[config.mk]
export PLATFORM = sky130hd
export DESIGN_NAME = gcd_arbiter
export DESIGN_NICKNAME = d
export VERILOG_FILES = /design/src/rtl/gcd_arbiter_pkg.sv /design/src/rtl/gcd_arbiter_rr_pick2.sv /design/src/rtl/gcd_arbiter.sv
export SDC_FILE = /design/constraint.sdc
export NUM_CORES = 1
export LEC_CHECK = 0
export ABC_AREA = 1
export CORE_ASPECT_RATIO = 0.7
export CORE_MARGIN = 8
export CORE_UTILIZATION = 47
export DETAILED_ROUTE_END_ITERATION = 12
export GPL_ROUTABILITY_DRIVEN = 0
export PLACE_DENSITY_LB_ADDON = 0.2
export SETUP_SLACK_MARGIN = 0.1
export SYNTH_ARGS = -nofsm -noshare
export SYNTH_HDL_FRONTEND = slang
export SYNTH_HIERARCHICAL = 1
export SYNTH_SLANG_ARGS = --single-unit
[constraint.sdc]
create_clock -name CLK -period 2.78 [get_ports CLK]
set_input_delay 0.278 -clock CLK [delete_from_list [all_inputs] [get_ports CLK]]
set_output_delay 0.278 -clock CLK [all_outputs]
set_load 0.005 [all_outputs]
[src/rtl/gcd_arbiter_pkg.sv]
// Shared definitions for the two-requester GCD engine arbiter: FSM encoding,
// datapath widths and the default watchdog limit.
package gcd_arbiter_pkg;

   typedef enum logic [1:0] {
      IDLE  = 2'b00,
      ISSUE = 2'b01,
      WAIT  = 2'b10,
      REPLY = 2'b11
   } state_e;

   localparam int unsigned TIMEOUT_DEFAULT = 300;
   localparam int          CNT_W           = 10;
   localparam int          DATA_W          = 8;

   // One-hot grant vector for a requester id.
   function automatic logic [1:0] id_onehot(input logic id);
      return id ? 2'b10 : 2'b01;
   endfunction

endpackage

[src/rtl/gcd_arbiter_rr_pick2.sv]
// Two-way round-robin picker: the favoured requester wins only on contention,
// a lone request always wins.
module rr_pick2 (
   input  logic [1:0] req,
   input  logic       ptr,
   output logic       valid,
   output logic       id
);

   always_comb begin
      valid = |req;
      id    = (req == 2'b11) ? ptr : req[1];
   end

endmodule

[src/rtl/gcd_arbiter.sv]
// Arbitrates two requesters onto one shared GCD engine, one job at a time,
// with a watchdog that aborts a job the engine never finishes.
module gcd_arbiter
   import gcd_arbiter_pkg::*;
#(
   parameter int unsigned TIMEOUT = TIMEOUT_DEFAULT
) (
   input  logic        CLK,
   input  logic        RST,
   input  logic        REQ0,
   input  logic        REQ1,
   input  logic [7:0]  A0,
   input  logic [7:0]  B0,
   input  logic [7:0]  A1,
   input  logic [7:0]  B1,
   output logic        GNT0,
   output logic        GNT1,
   output logic        RES_VLD,
   output logic        RES_ID,
   output logic [7:0]  RES_Y,
   output logic        RES_ERR,
   output logic        RES_TOUT,
   output logic        BUSY,
   output logic        ENG_START,
   output logic [7:0]  ENG_A,
   output logic [7:0]  ENG_B,
   input  logic [7:0]  ENG_Y,
   input  logic        ENG_DONE,
   input  logic        ENG_ERROR,
   output logic [1:0]  DBG_STATE
);

   localparam logic [CNT_W-1:0] TOUT_LAST = CNT_W'(TIMEOUT - 1);

   state_e              state_q, state_d;
   logic                ptr_q, ptr_d;
   logic                id_q, id_d;
   logic [CNT_W-1:0]    cnt_q, cnt_d;
   logic [DATA_W-1:0]   eng_a_q, eng_a_d;
   logic [DATA_W-1:0]   eng_b_q, eng_b_d;
   logic                eng_start_q, eng_start_d;
   logic [1:0]          gnt_q, gnt_d;
   logic                res_vld_q, res_vld_d;
   logic                res_id_q, res_id_d;
   logic [DATA_W-1:0]   res_y_q, res_y_d;
   logic                res_err_q, res_err_d;
   logic                res_tout_q, res_tout_d;
   logic                busy_q, busy_d;

   logic                pick_valid;
   logic                pick_id;

   rr_pick2 u_pick (
      .req   ({REQ1, REQ0}),
      .ptr   (ptr_q),
      .valid (pick_valid),
      .id    (pick_id)
   );

   // Every output is a flop loaded with the value it must show in the state
   // being entered, so outputs line up with state_q without combinational paths.
   always_comb begin
      state_d     = state_q;
      ptr_d       = ptr_q;
      id_d        = id_q;
      cnt_d       = cnt_q;
      eng_a_d     = eng_a_q;
      eng_b_d     = eng_b_q;
      eng_start_d = 1'b0;
      gnt_d       = 2'b00;
      res_vld_d   = 1'b0;
      res_id_d    = 1'b0;
      res_y_d     = '0;
      res_err_d   = 1'b0;
      res_tout_d  = 1'b0;

      case (state_q)
         IDLE: begin
            if (pick_valid) begin
               state_d     = ISSUE;
               id_d        = pick_id;
               gnt_d       = id_onehot(pick_id);
               eng_start_d = 1'b1;
               eng_a_d     = pick_id ? A1 : A0;
               eng_b_d     = pick_id ? B1 : B0;
            end
         end
         ISSUE: begin
            cnt_d   = '0;
            state_d = WAIT;
         end
         WAIT: begin
            // A DONE landing on the last watchdog cycle still wins.
            if (ENG_DONE) begin
               state_d   = REPLY;
               res_vld_d = 1'b1;
               res_id_d  = id_q;
               res_y_d   = ENG_Y;
               res_err_d = ENG_ERROR;
            end else if (cnt_q == TOUT_LAST) begin
               state_d    = REPLY;
               res_vld_d  = 1'b1;
               res_id_d   = id_q;
               res_err_d  = 1'b1;
               res_tout_d = 1'b1;
            end else begin
               cnt_d = cnt_q + 1'b1;
            end
         end
         REPLY: begin
            ptr_d   = ~id_q;
            state_d = IDLE;
            eng_a_d = '0;
            eng_b_d = '0;
         end
         default: state_d = IDLE;
      endcase

      busy_d = (state_d != IDLE);
   end

   always_ff @(posedge CLK) begin
      if (RST) begin
         state_q     <= IDLE;
         ptr_q       <= 1'b0;
         id_q        <= 1'b0;
         cnt_q       <= '0;
         eng_a_q     <= '0;
         eng_b_q     <= '0;
         eng_start_q <= 1'b0;
         gnt_q       <= 2'b00;
         res_vld_q   <= 1'b0;
         res_id_q    <= 1'b0;
         res_y_q     <= '0;
         res_err_q   <= 1'b0;
         res_tout_q  <= 1'b0;
         busy_q      <= 1'b0;
      end else begin
         state_q     <= state_d;
         ptr_q       <= ptr_d;
         id_q        <= id_d;
         cnt_q       <= cnt_d;
         eng_a_q     <= eng_a_d;
         eng_b_q     <= eng_b_d;
         eng_start_q <= eng_start_d;
         gnt_q       <= gnt_d;
         res_vld_q   <= res_vld_d;
         res_id_q    <= res_id_d;
         res_y_q     <= res_y_d;
         res_err_q   <= res_err_d;
         res_tout_q  <= res_tout_d;
         busy_q      <= busy_d;
      end
   end

   assign GNT0      = gnt_q[0];
   assign GNT1      = gnt_q[1];
   assign RES_VLD   = res_vld_q;
   assign RES_ID    = res_id_q;
   assign RES_Y     = res_y_q;
   assign RES_ERR   = res_err_q;
   assign RES_TOUT  = res_tout_q;
   assign BUSY      = busy_q;
   assign ENG_START = eng_start_q;
   assign ENG_A     = eng_a_q;
   assign ENG_B     = eng_b_q;
   assign DBG_STATE = state_q;

endmodule

==> results.json <==
{
  "arrival_ps": 2070,
  "wl_um": 6000,
  "die_w_um": 96.7,
  "ff2ff_setup_slack_ps": 940,
  "setup_viol": 0,
  "areaGrowthSynthToFinish_pct": 44.1,
  "dpl_cell_area_sq_um": 2980,
  "cp_max_fo": 16,
  "final_area_sq_um": 3090,
  "postRouteAntennaNets": 0,
  "synth-edff-count": 0,
  "max_cap_violations": 0,
  "r2r-start": "DBG_STATE[0]",
  "synth_ff_type": "dfxtp_1",
  "synth_common_cells": "nand2_1, dfxtp_1, inv_1, nor2_1, a21oi_1",
  "yosysTopAreaCellShare_pct": 43.0,
  "finalNonFillerCells": 444,
  "cts-root-buf": "clkbuf_8",
  "core-area_sq_um": 4350,
  "final-hold-violation-count": 0,
  "numCtsBuffers": 5,
  "p_per_area_nw_per_um2": 689,
  "crit_start": "DBG_STATE[0]",
  "cp_data_required_time_ps": 3010,
  "initial_utilization_pct": 49.2,
  "fmax_mhz": 544,
  "synthTopCellsByArea": "dfxtp_1, nand2_1, inv_1",
  "grt_pass1_wl_um": 9740,
  "synth_cell_types": 28,
  "hold_buffers": 0,
  "clock_sinks": 46,
  "synth_area_sq_um": 2140,
  "drv_slew": 0,
  "cts_buffer_depth": 2,
  "vias": 2082,
  "async_flop_share_pct": 0,
  "cts_tree": "built",
  "fin_crit_sh_pct": 66.1,
  "via_per_inst": 4.69,
  "holdCritPathClass": "flip-flop to flip-flop",
  "worstSetupEndpoint": "ENG_A[2]",
  "die_y_um": 72.5,
  "rows": 20,
  "dp_hpwl_um": 4690,
  "totalNegativeSetupSlack_ps": 0,
  "post-route-min-period_ps": 1840,
  "overflow": 0,
  "drt_iter0_markers": 135,
  "placed_cells": 436,
  "r2r_end": "ENG_A[2]",
  "yosysWarnings": 6,
  "rr_worst_depth": 6,
  "grt.total_usage_pct": 16.9,
  "dpl_worst_slack_ps": 728,
  "syn_area_per_cell_sq_um": 6.98,
  "irDropWorstVdd_mv": 0.497,
  "path_class": "flip-flop to flip-flop",
  "crit_path_start_kind": "flip-flop",
  "grt_pass1_vias": 1977,
  "wl_per_cell_um": 13.5,
  "outcome": "completed",
  "grt_max_degree": 24,
  "drc": 0,
  "fin_nets": 439,
  "post_cts_buffers": 0,
  "portBuffers": 79,
  "synth_fp_nets": 358,
  "rsz0062_at_grt": "false",
  "p_leak_nw": 1.34,
  "io_pins": 80,
  "synth.ff_latch_count": 46,
  "layout-drive-gt1-share_pct": 9.25,
  "relSlewSlack_pct": 51.9,
  "htree_levels": 2,
  "die-area_sq_um": 7010,
  "synth.most_common_cell": "nand2_1",
  "cts_resized": 0,
  "cts.clk_slew.worst_paths_ps": 90,
  "netlist_instances": 307,
  "worst_slew_pin_slew_ps": 717,
  "critPathCaptureType": "flip-flop",
  "diodes": 0,
  "timing.final.ws_setup_ps": 943,
  "worstSkewPairLatency_ps": 290,
  "drtPass1Iterations": 4,
  "finClkSkew_ps": 7.43,
  "yosysTopAreaCell": "dfxtp_1",
  "seq_area_frac_synth_pct": 43.0,
  "antenna_found_initial": 0
}
-- layer usage --
| layer | vias to the layer above | part of all wire [%] | global-route usage [%] | routed length, um |
|---|---|---|---|---|
| met5 | - | 0 | 0 | 0 |
| met4 | 0 | 0.85 | 5.26 | 51 |
| met3 | 4 | 11 | 9.01 | 634 |
| met2 | 79 | 40 | 23.7 | 2430 |
| met1 | 889 | 48 | 21.6 | 2890 |
| li1 | 1110 | - | - | - |
-- final cells by class --
class	instances	area [sq um]
Fill cell	387	1270
Clock inverter	3	40.0
Multi-Input combinational cell	219	1050
Timing Repair Buffer	81	806
Clock buffer	5	68.8
Tap cell	55	68.8
Sequential cell	46	921
Inverter	35	131
-- worst min-delay path by stage --
stage,slack [ps],startpoint,endpoint,cells after the start
after floorplan,350,RST,ENG_B[7],1
after global placement,450,ENG_A[4],ENG_A[4],2
after detailed placement,450,ENG_B[0],ENG_B[0],2
after CTS,470,ENG_B[0],ENG_B[0],2
after global routing,480,ENG_B[3],ENG_B[3],2
final,460,ENG_B[0],ENG_B[0],2
-- logic make-up (layout without fill, tap and decap cells) --
logic type	count (synthesis)	after routing	share of synthesized area [%]
fa+ha+maj	5	5	2.92
simple gates	181	181	36.8
buf+inv	42	124	7.94
xor+xnor	1	1	0.409
flops	46	46	43.0
compound gates	32	32	8.99
-- cells in the final DEF (no fill, tap or decap), types with 2 or more instances in the layout --
cell type	Yosys	final
a21oi_2	4	4
buf_4	0	2
nor2_1	27	27
clkbuf_8	0	5
inv_1	29	29
nand2_2	4	4
dfxtp_1	46	46
nand3_1	12	12
nand4_1	4	4
nor2_2	3	3
clkinv_2	0	2
ha_1	5	5
clkdlybuf4s50_1	0	79
o21ai_0	5	5
nand2_1	122	122
a21oi_1	19	19
nand3_4	3	3
inv_2	6	6
-- per-stage QoR --
stage / utilization (%) / hold WS (ps) / total power [mW]
after floorplan: - / 347 / 1.28
after global routing: 70.9 / 477 / 2.28
after global placement: 68.4 / 447 / 1.64
after detailed placement: 68.4 / 453 / 1.66
final: 70.9 / 463 / 2.13
after CTS: 70.9 / 466 / 2.15
-- worst max-delay path, cell delays in order (launching register included) --
cell and delay (ps):
dfxtp_1 400, inv_1 100, ha_1 230, nand2_2 140
a21boi_2 600, nand2_1 140, a21oi_1 170
-- registers in the layout, indices dropped and copies added, names as in the netlist --
| name | count |
|---|---|
| RES_TOUT | 1 |
| RES_Y | 8 |
| cnt_q | 10 |
| ptr_q | 1 |
| ENG_A | 8 |
| ENG_START | 1 |
| BUSY | 1 |
| RES_ERR | 1 |
| ENG_B | 8 |
| DBG_STATE | 2 |
| id_q | 1 |
| RES_VLD | 1 |
| gnt_q | 2 |
| RES_ID | 1 |
-- power breakdown --
part / leakage (nW) / switching (mW) / total (mW) / internal [mW]
clock: 0.0579 / 0.221 / 0.486 / 0.265
sequential: 0.375 / 0.0640 / 0.836 / 0.772
combinational: 0.911 / 0.429 / 0.807 / 0.378
Power figures use the tool's default switching activity.
